File: config.mk
export PLATFORM = sky130hd
export DESIGN_NAME = time_set_ctrl
export DESIGN_NICKNAME = d
export VERILOG_FILES = /design/src/rtl/clk_ctrl_pkg.sv /design/src/rtl/key_debounce.sv /design/src/rtl/time_set_ctrl.sv
export SDC_FILE = /design/constraint.sdc
export NUM_CORES = 1
export LEC_CHECK = 0
export ABC_AREA = 0
export BUFFER_PORTS_ARGS = -buffer_cell sky130_fd_sc_hd__buf_2
export CELL_PAD_IN_SITES_DETAIL_PLACEMENT = 0
export CELL_PAD_IN_SITES_GLOBAL_PLACEMENT = 1
export CORE_UTILIZATION = 30
export CTS_BUF_LIST = sky130_fd_sc_hd__clkbuf_8
export DETAILED_ROUTE_END_ITERATION = 10
export PLACE_DENSITY = 0.66
export SKIP_LAST_GASP = 1
export SYNTH_ARGS = -nofsm -noshare
export SYNTH_HDL_FRONTEND = slang
export SYNTH_SLANG_ARGS = --single-unit
File: constraint.sdc
create_clock -name clk -period 1.6 [get_ports clk]
set_clock_uncertainty 0.1 [all_clocks]
set_input_delay 0 -clock clk [delete_from_list [all_inputs] [get_ports clk]]
set_output_delay 0 -clock clk [all_outputs]
set_load 0.01 [all_outputs]
File: src/rtl/clk_ctrl_pkg.sv
// Shared mode encoding and entry limits for the clock input/control stage.
package clk_ctrl_pkg;

  typedef enum logic [1:0] {
    MODE_OFF      = 2'b00,
    MODE_SET_MIN  = 2'b01,
    MODE_SET_HOUR = 2'b10,
    MODE_RUN      = 2'b11
  } mode_t;

  localparam int MAX_MIN  = 59;
  localparam int MAX_HOUR = 23;
  localparam int BCD_MAX  = 9;

  function automatic mode_t next_mode(input mode_t cur);
    case (cur)
      MODE_OFF:      next_mode = MODE_SET_MIN;
      MODE_SET_MIN:  next_mode = MODE_SET_HOUR;
      MODE_SET_HOUR: next_mode = MODE_RUN;
      default:       next_mode = MODE_OFF;
    endcase
  endfunction

endpackage

File: src/rtl/key_debounce.sv
// Synchronises an active-low push button, debounces it with a stability counter
// and emits a one-cycle pulse on each accepted press.
module key_debounce #(
  parameter int DEBOUNCE_CYC = 1_000_000
) (
  input  logic clk,
  input  logic rst_n,
  input  logic key_n,
  output logic press
);

  localparam int CW = $clog2(DEBOUNCE_CYC + 1);
  localparam logic [CW-1:0] LAST = CW'(DEBOUNCE_CYC - 1);

  logic          sync_0;
  logic          sync_1;
  logic          level_n;
  logic          armed;
  logic [CW-1:0] cnt;

  // The synchroniser resets to "pressed" and armed waits for a released sample
  // at a released level, so a key held through reset never yields a pulse.
  always_ff @(posedge clk or negedge rst_n) begin
    if (!rst_n) begin
      sync_0  <= 1'b0;
      sync_1  <= 1'b0;
      level_n <= 1'b1;
      armed   <= 1'b0;
      cnt     <= '0;
      press   <= 1'b0;
    end else begin
      sync_0 <= key_n;
      sync_1 <= sync_0;
      press  <= 1'b0;
      if (sync_1 && level_n) armed <= 1'b1;
      if (sync_1 == level_n) begin
        cnt <= '0;
      end else if (cnt == LAST) begin
        level_n <= sync_1;
        cnt     <= '0;
        press   <= armed && !sync_1;
      end else begin
        cnt <= cnt + 1'b1;
      end
    end
  end

endmodule

File: src/rtl/time_set_ctrl.sv
// Mode sequencing, BCD entry validation with load strobes, and the 1 Hz tick
// feeding the HH:MM:SS clock core.
module time_set_ctrl
  import clk_ctrl_pkg::*;
#(
  parameter int CLK_HZ       = 50_000_000,
  parameter int DEBOUNCE_CYC = 1_000_000
) (
  input  logic       clk,
  input  logic       rst_n,
  input  logic       key_mode_n,
  input  logic       key_load_n,
  input  logic [3:0] sw_data_0,
  input  logic [3:0] sw_data_1,
  output logic [1:0] mode,
  output logic       load_min,
  output logic       load_hour,
  output logic [5:0] load_val,
  output logic       tick_1hz,
  output logic       entry_err
);

  localparam int TW = (CLK_HZ > 1) ? $clog2(CLK_HZ) : 1;
  localparam logic [TW-1:0] TICK_LAST = TW'(CLK_HZ - 1);

  logic          mode_press;
  logic          load_press;
  mode_t         mode_q;
  logic [6:0]    val7;
  logic          digits_ok;
  logic [TW-1:0] tick_cnt;

  key_debounce #(.DEBOUNCE_CYC(DEBOUNCE_CYC)) u_mode_key (
    .clk   (clk),
    .rst_n (rst_n),
    .key_n (key_mode_n),
    .press (mode_press)
  );

  key_debounce #(.DEBOUNCE_CYC(DEBOUNCE_CYC)) u_load_key (
    .clk   (clk),
    .rst_n (rst_n),
    .key_n (key_load_n),
    .press (load_press)
  );

  // Both digits <= 9 keep the 7-bit sum at most 99, so no overflow on valid entries.
  always_comb begin
    val7      = 7'(sw_data_1) * 7'd10 + 7'(sw_data_0);
    digits_ok = (sw_data_1 <= 4'(BCD_MAX)) && (sw_data_0 <= 4'(BCD_MAX));
  end

  always_ff @(posedge clk or negedge rst_n) begin
    if (!rst_n) begin
      mode_q    <= MODE_OFF;
      load_min  <= 1'b0;
      load_hour <= 1'b0;
      load_val  <= '0;
      entry_err <= 1'b0;
    end else begin
      load_min  <= 1'b0;
      load_hour <= 1'b0;
      load_val  <= '0;
      if (mode_press) begin
        mode_q    <= next_mode(mode_q);
        entry_err <= 1'b0;
      end else if (load_press) begin
        case (mode_q)
          MODE_SET_MIN: begin
            if (digits_ok && (val7 <= 7'(MAX_MIN))) begin
              load_min  <= 1'b1;
              load_val  <= val7[5:0];
              entry_err <= 1'b0;
            end else begin
              entry_err <= 1'b1;
            end
          end
          MODE_SET_HOUR: begin
            if (digits_ok && (val7 <= 7'(MAX_HOUR))) begin
              load_hour <= 1'b1;
              load_val  <= val7[5:0];
              entry_err <= 1'b0;
            end else begin
              entry_err <= 1'b1;
            end
          end
          default: ;
        endcase
      end
    end
  end

  // A mode press in RUN suppresses a coincident wrap so no tick lands outside RUN.
  always_ff @(posedge clk or negedge rst_n) begin
    if (!rst_n) begin
      tick_cnt <= '0;
      tick_1hz <= 1'b0;
    end else if (mode_q == MODE_RUN && !mode_press) begin
      if (tick_cnt == TICK_LAST) begin
        tick_cnt <= '0;
        tick_1hz <= 1'b1;
      end else begin
        tick_cnt <= tick_cnt + 1'b1;
        tick_1hz <= 1'b0;
      end
    end else begin
      tick_cnt <= '0;
      tick_1hz <= 1'b0;
    end
  end

  assign mode = mode_q;

endmodule
## Word level (Yosys, flattened, before mapping)

Cells that the tools add are included.

- Bits in registers: 88
- Input bits: 12
- Output and inout port bits: 12

- Mux-type cells: 31
- Reduce and logical (&&, ||, !) cells: 17
- Magnitude comparators: 4
- Add/sub/neg operators: 4
- Bitwise operators: 2
- Multipliers: 1
- Equality and inequality tests: 8

Operators by type and width:

| kind | count |
|---|---|
| $mux W20 | 4 |
| $mux W26 | 2 |
| $add A20 B1 Y20 const B | 2 |
| $eq A20 B20 Y1 const B | 2 |
| $add A26 B1 Y26 const B | 1 |
| $eq A26 B26 Y1 const B | 1 |
| $mux W6 | 4 |
| $mux W1 | 18 |
| $pmux W6 S2 | 1 |
| $le A4 B4 Y1 const B | 2 |
| $logic_and A1 B1 Y1 | 8 |
| $add A7 B4 Y7 | 1 |
| $le A7 B5 Y1 const B | 1 |
| $le A7 B6 Y1 const B | 1 |
| $mul A4 B3 Y6 const B | 1 |
| $pmux W2 S3 | 1 |
| $reduce_and A2 Y1 | 3 |
| $eq A2 B2 Y1 const B | 2 |
| $logic_not A1 Y1 | 3 |
| $reduce_bool A3 Y1 | 1 |
| $eq A1 B1 Y1 | 2 |
| $eq A2 B1 Y1 const B | 1 |
| $logic_not A2 Y1 | 1 |
| $not A1 Y1 | 2 |
| other kinds (2) | 2 |

## Depth between registers and ports, before layout

Gate-level depths: netlist (run 1).

- Word-level depth: 8
- Depth in mapped cells: 9
- Depth with buffers taken out: 9

## Hierarchy

Synthesis (run 1) repeated with hierarchy kept, for this count alone.

- Cells, all modules: 450
- Area, all modules: 4524.3 µm²

By module, submodules not included:

| module | instances | area an instance (µm²) | cells each |
|---|---|---|---|
| key_debounce | 2 | 1179.9 | 118 |
| time_set_ctrl | 1 | 2164.6 | 214 |

## Least setup slack after synthesis (run 1)

No wires, ideal clock.

- Kind: input to register
- From: in sw_data_1[1]
- To: reg load_min
- Path buffers: 0
- Slack: -0.717 ns
- Library setup time: 0.107 ns
- Cell stages on the path: 9
- Arrival time: 2.110 ns
- Data required time: 1.393 ns
- Path through: ha_1 > ha_1 > inv_1 > fa_1 > nand2b_2 > a21oi_2 > mux2_4 > or2_4 > a2111oi_4

- Longest elaborated chain between the ends: 8
- Elaborated cells on any way between the ends: 10
- Classes of those cells: add/sub: 1; mul: 1; order compare: 2; mux: 4; reduce/logical: 2

Ends and longest elaborated chain:

| what | line | RTL |
|---|---|---|
| start, declared | time_set_ctrl.sv:14 | `input logic [3:0] sw_data_1,` |
| $mul A4 B3 Y6 | time_set_ctrl.sv:49 | `val7 = 7'(sw_data_1) * 7'd10 + 7'(sw_data_0);` |
| $add A7 B4 Y7 | time_set_ctrl.sv:49 |  |
| $le A7 B6 Y1 | time_set_ctrl.sv:70 | `if (digits_ok && (val7 <= 7'(MAX_MIN))) begin` |
| $logic_and A1 B1 Y1 (*) | time_set_ctrl.sv:70 |  |
| $mux W1 (*) | time_set_ctrl.sv:70 |  |
| $mux W1 (*) | time_set_ctrl.sv:68 | `case (mode_q)` |
| $mux W1 (*) | time_set_ctrl.sv:67 | `end else if (load_press) begin` |
| $mux W1 (*) | time_set_ctrl.sv:64 | `if (mode_press) begin` |
| end signal, assigned | time_set_ctrl.sv:56 | `load_min <= 1'b0;` |
| end signal, assigned | time_set_ctrl.sv:61 | `load_min <= 1'b0;` |
| end signal, assigned | time_set_ctrl.sv:71 | `load_min <= 1'b1;` |
| end, declared | time_set_ctrl.sv:16 | `output logic load_min,` |

Mark *: on every way between the ends. The rest lies on a longest branch, timed or not.
A chain may end at the register's enable or synchronous reset.

## Final worst setup path (run 1)

- From: in sw_data_1[3]
- To: reg load_min

Same word-level chain as after synthesis.

==> flow_summary.json, run 1 <==
{
  "syn-cell-area_um2": 4440,
  "critPathLaunchType": "input port",
  "hpwl_mm": 6.46,
  "synthArstFlopShare": 1.00,
  "chipWidth_um": 124,
  "yosysWarnings": 0,
  "ir_worst_vdd_mv": 0.378,
  "hp-class": "input port to register",
  "met2_length_mm": 5.17,
  "cts_tree": "built",
  "synth_cell_types": 49,
  "power_density_nw_per_um2": 693,
  "overflow": 0,
  "grt_use_total": 0.145,
  "ys_ff_latch": 88,
  "synthToLayoutAreaGrowth_pct": 55.1,
  "power.leakage_nw": 2.96,
  "min_period_over_period": 1.17,
  "critPathSlowestCell": "fa_1",
  "insertion_delay_ns": 0.38,
  "cp_common_cell": "ha_4",
  "grt_max_degree": 38,
  "die_h_um": 124,
  "slowest_delay_ns": 0.45,
  "path_buf_inv": 2,
  "routed.top_layer": "met4",
  "placementRows": 44,
  "antenna_found_initial": 0,
  "initial_core_util": 0.307,
  "wl_met3_um": 209,
  "violations": "setup timing",
  "final-setup-viol-count": 76,
  "routabilityCongestion": 0.776,
  "ant_nets": 0,
  "vias": 3526,
  "place_inst": 712,
  "endpoint_kind": "register",
  "syn_avg_cell_area_um2": 10.5,
  "final_layout_size_suffix_gt1_frac": 0.487,
  "ios": 24,
  "worstHoldStart": "sw_data_0[2]",
  "via_per_inst": 4.62,
  "cts_sinks": 88,
  "crit_chain": "buf_8 > ha_4 > ha_4 > inv_2 > fa_1 > nand2b_4 > a21oi_2 > mux2_4 > or2_4 > a2111oi_4",
  "hold_violations": 0,
  "timing.slew.headroom": 0.736,
  "wirelength_mm": 10.1,
  "fillers": 1291,
  "critPathMaxFanout": 4,
  "portBuffers": 23,
  "drtIter0Drc": 166,
  "slew_violations": 0,
  "reg2reg_from": "tick_cnt[18]",
  "cts_root_buffer": "clkbuf_8",
  "synth_top_flop_cell": "dfrtp_1",
  "startpoint": "sw_data_1[3]",
  "grt_pass1_wl_mm": 17.2,
  "htree_levels": 3,
  "required_ns": 1.77,
  "cap_violations": 0,
  "hold_slack_ns": 0.0494,
  "tns_ns": -7.66,
  "final.setup.worst_slack_ns": -0.264,
  "yosysSeqAreaShare": 0.497,
  "final_common_cell": "buf_4",
  "num_antenna_cells": 0,
  "final_cell_mix": "buf_4, dfrtp_1, xor2_1",
  "dieArea_um2": 15300,
  "nets": 604,
  "wl_per_cell_um": 13.3,
  "drtPass1Iterations": 4,
  "clk_pin_slew_ns": 0.08,
  "path_delay_family": "adder cells",
  "detail_route.wirelength.met1_mm": 4.56,
  "grt_pass1_vias": 3670,
  "crit_type": "input port to register",
  "syn_nets": 453,
  "route.detailed.drc": 0,
  "tightest_slew_ns": 0.396,
  "cts_made_buffers": 9,
  "synthCells": 423,
  "rsz0062_at_grt": "true",
  "worstPathArrival_ns": 2.03,
  "layoutNonFillerInstCount": 763,
  "p_total_mw": 4.77,
  "outcome": "finished with violations",
  "synth_edf_count": 0,
  "clk_path_buf_depth": 2,
  "period_minus_slack_ns": 1.86,
  "max_freq_mhz": 536,
  "core_area_um2": 14500
}
## synth_stat cells (2+ instances only)
master | n | area (um^2)
a2111oi_4 | 2 | 55.1
a21oi_1 | 2 | 10.0
and2_1 | 5 | 31.3
and3_1 | 8 | 50.1
and4_1 | 7 | 61.3
buf_2 | 7 | 35.0
dfrtp_1 | 86 | 2150
dfstp_2 | 2 | 52.6
fa_1 | 2 | 40.0
ha_1 | 16 | 200
inv_1 | 15 | 56.3
mux2_1 | 2 | 22.5
nand2_1 | 25 | 93.8
nand2b_1 | 4 | 25.0
nand3_1 | 29 | 145
nand3b_1 | 3 | 22.5
nand4_1 | 15 | 93.8
nor2_1 | 78 | 293
nor3_1 | 9 | 45.0
nor3b_1 | 2 | 15.0
nor4_1 | 6 | 37.5
nor4_2 | 2 | 25.0
nor4_4 | 2 | 42.5
o21ai_0 | 5 | 25.0
or2_2 | 3 | 18.8
xnor2_1 | 23 | 201
xor2_1 | 41 | 359
## power breakdown
| group | internal, mW | switching (mW) |
|---|---|---|
| logic | 0.282 | 0.286 |
| registers | 2.24 | 0.0157 |
| clock network | 1.09 | 0.858 |
## through the flow
stage	setup slack (ns)	area, um^2	util
floorplan	-0.490	4520	-
global placement	-0.669	5560	0.384
detailed placement	-0.733	5560	0.384
CTS	-0.249	6380	0.441
global route	-0.321	6890	0.476
finish	-0.264	6890	0.476
## cell families (layout without fill, tap and decap cells)
group                    Yosys count  in the layout  synth area share
AO/OA/AOI/OAI                     19             19            0.0431
XOR/XNOR                          64             64             0.126
adder cells (fa/ha/maj)           18             18            0.0541
buffers and inverters             23            179            0.0214
flip-flops                        88             88             0.497
multiplexers                       3              3           0.00845
AND/OR/NAND/NOR                  208            208             0.250
## flip-flops by register name, summed over array words and instances, names as in the netlist
register / cells
load_min: 1
load_hour: 1
u_mode_key.level_n: 1
u_mode_key.sync_1: 1
u_load_key.press: 1
u_mode_key.armed: 1
u_load_key.armed: 1
u_mode_key.press: 1
u_load_key.level_n: 1
u_mode_key.cnt: 20
u_load_key.sync_1: 1
tick_cnt: 26
u_load_key.cnt: 20
mode: 2
u_mode_key.sync_0: 1
load_val: 6
u_load_key.sync_0: 1
entry_err: 1
tick_1hz: 1
## per-layer routing
| layer | vias up | track usage |
|---|---|---|
| li1 | 1732 | - |
| met1 | 1748 | 0.183 |
| met2 | 30 | 0.244 |
| met3 | 16 | 0.0261 |
| met4 | 0 | 0.0587 |
| met5 | - | 0 |
## final cells by class
| cell class | count | area, um^2 | share of cell area |
|---|---|---|---|
| multi-input cells | 312 | 2810 | 0.408 |
| flip-flops and latches | 88 | 2200 | 0.320 |
| repair buffers | 148 | 1330 | 0.193 |
| well taps | 184 | 230 | 0.0334 |
| clock buffers | 10 | 138 | 0.0200 |
| clock inverters | 6 | 116 | 0.0169 |
| inverters | 15 | 56.3 | 0.00818 |
## worst reg2reg max path, cell delays in order, from the launching register on
cell and delay (ns):
dfrtp_1 0.42, nor4_4 0.26, and4b_1 0.23, nand4_1 0.17, nand2b_4 0.17, buf_12 0.13, buf_16 0.14, nor2_4 0.04
## path summary, 6_finish.rpt
kind | to | slack [ns] | cells past startpoint
min in group asynchronous | load_val[4] | 0.53 | 3
max in group asynchronous | u_mode_key.cnt[11] | 0.33 | 4
min reg2reg | u_mode_key.sync_1 | 0.27 | 0
max | load_min | -0.26 | 10
min | load_val[5] | 0.05 | 4
max reg2reg | tick_cnt[18] | -0.17 | 7
## timing repair
item	CTS	global route
endpoints found under the hold margin	92	0
setup buffers	12	13
gates cloned	8	1
hold buffers	6	0
gates resized for setup	55	110
setup endpoints to repair	78	78
pin swaps	20	47
Power figures use the tool's default switching activity.
==> run 2, diff against run 1 <==
Settings changed: BUFFER_PORTS_ARGS -buffer_cell sky130_fd_sc_hd__buf_2 to default, DONT_BUFFER_PORTS from default to 1, PLACE_DENSITY 0.66 to 0.65.
==> flow_summary.json, run 2 (synthesized netlist as in run 1, its figures left out) <==
{
  "power_frac_seq": 0.535,
  "final.setup.worst_slack_ns": -0.225,
  "num_antenna_cells": 0,
  "grt_pass1_wl_mm": 16.6,
  "grt_use_met1": 0.177,
  "multi_input_area_um2": 2860,
  "final_layout_size_suffix_gt1_frac": 0.440,
  "htree_levels": 3,
  "p_clk_frac": 0.352,
  "endpoint_kind": "register",
  "required_ns": 1.75,
  "r2r_cells": 7,
  "via_per_inst": 4.66,
  "cap_violations": 0,
  "grt_use_met2": 0.232,
  "initial_core_util": 0.307,
  "grt_max_degree": 89,
  "nets": 573,
  "portBuffers": 0,
  "die_h_um": 124,
  "switching_share": 0.245,
  "largest_reg_flops": 26,
  "max_freq_mhz": 548,
  "ir_worst_vdd_mv": 0.347,
  "critPathLaunchType": "input port",
  "grt_pass1_vias": 3552,
  "worstPathArrival_ns": 1.98,
  "synthToLayoutAreaGrowth_pct": 50.1,
  "outcome": "finished with violations",
  "chipWidth_um": 124,
  "tightest_slew_ns": 0.344,
  "reg2reg_from": "u_mode_key.cnt[7]",
  "regArea_um2": 2210,
  "internal_power_mw": 3.18,
  "grt_use_total": 0.139,
  "timing.slew.headroom": 0.771,
  "cts_hold_buf": 11,
  "place_inst": 680,
  "final_cell_mix": "buf_4, dfrtp_1, nor2_4",
  "drtPass1Iterations": 4,
  "r2r_setup_slack_ns": -0.20,
  "ios": 24,
  "reg_top3": "tick_cnt (26), u_load_key.cnt (20), u_mode_key.cnt (20)",
  "grt.met3_usage": 0.0325,
  "regMostFlops": "tick_cnt",
  "clk_pin_slew_ns": 0.09,
  "layoutNonFillerInstCount": 732,
  "insertion_delay_ns": 0.37,
  "cts_sinks": 88,
  "clk_path_buf_depth": 2,
  "routabilityCongestion": 0.810,
  "hold_violations": 88,
  "vias": 3414,
  "drtIter0Drc": 158,
  "cts_root_buffer": "clkbuf_8",
  "cts_made_buffers": 9,
  "busiest_layer": "met2",
  "final-setup-viol-count": 75,
  "hp-class": "input port to async pin",
  "fillers": 1322,
  "min_period_over_period": 1.14,
  "rsz0062_at_grt": "true",
  "hold_slack_ns": -0.778,
  "switchingPower_mw": 1.04,
  "power.leakage_nw": 2.79,
  "core_area_um2": 14500,
  "placementRows": 44,
  "route.detailed.drc": 0,
  "post-place-ws_ns": -0.615,
  "final_common_cell": "buf_4",
  "timing.rr.end": "u_mode_key.cnt[12]",
  "hpwl_mm": 5.99,
  "antenna_found_initial": 0,
  "violations": "hold timing, setup timing",
  "dieArea_um2": 15300,
  "slew_violations": 0,
  "comb_power_share": 0.114,
  "ant_nets": 0,
  "crit_type": "input port to register",
  "wl_per_cell_um": 13.7,
  "overflow": 0,
  "period_minus_slack_ns": 1.83,
  "wirelength_mm": 10.0,
  "cts_tree": "built",
  "critPathMaxFanout": 4,
  "power_density_nw_per_um2": 633
}
## run 2: final cells by class
class / instances / share of cell area
tap: 184 / 0.0346
timing repair buffer: 117 / 0.168
sequential: 88 / 0.331
clock inverter: 4 / 0.00432
inverter: 15 / 0.00845
clock buffer: 12 / 0.0248
multi-input combinational: 312 / 0.429
## run 2: stage by stage
step	cell area [um^2]	TNS (ns)	total power, mW	utilization
after floorplan	4520	-4.09	2.52	-
after global placement	5340	-8.61	2.64	0.369
after detailed placement	5340	-8.78	2.65	0.369
after CTS	6120	-4.86	4.21	0.423
after global routing	6660	-13.55	4.41	0.460
final	6660	-7.96	4.22	0.460
## run 2: how the worst max path moves through the flow
stage | start | end | slack (ns) | cells past startpoint
6_report | sw_data_1[3] | load_min | -0.23 | 9
5_1_grt | sw_data_1[3] | load_min | -0.28 | 9
4_1_cts | sw_data_1[3] | load_min | -0.20 | 9
3_5_place_dp | sw_data_1[3] | load_val[4] | -0.61 | 9
3_3_place_gp | sw_data_1[3] | load_val[3] | -0.55 | 9
2_1_floorplan | sw_data_1[3] | load_min | -0.49 | 9
## run 2: worst max-delay path, stage by stage
cell and delay [ns]:
ha_4 0.25, ha_4 0.11, inv_2 0.03, fa_1 0.47, nand2b_4 0.17, a21oi_2 0.12, mux2_4 0.34, or2_4 0.28
a2111oi_4 0.20
## run 2: metal layers
layer / wire length, um / vias up
met2: 5060 / 35
met3: 304 / 11
li1: - / 1668
met5: 0 / -
met1: 4520 / 1700
met4: 141 / 0
## run 2: power by group through the flow
stage	combinational, mW	sequential [mW]	clock (mW)
2_1_floorplan	0.218	2.30	0
3_3_place_gp	0.343	2.30	0
3_5_place_dp	0.350	2.30	0
4_1_cts	0.397	2.26	1.55
5_1_grt	0.518	2.26	1.64
6_report	0.479	2.26	1.48
## run 2: what timing repair did
action / CTS / global route
endpoints found under the hold margin: 94 / 88
gates resized for setup: 70 / 90
buffers inserted: 11 / 8
gates cloned: 4 / 4
pin swaps: 29 / 39
endpoints found under the setup margin: 76 / 77
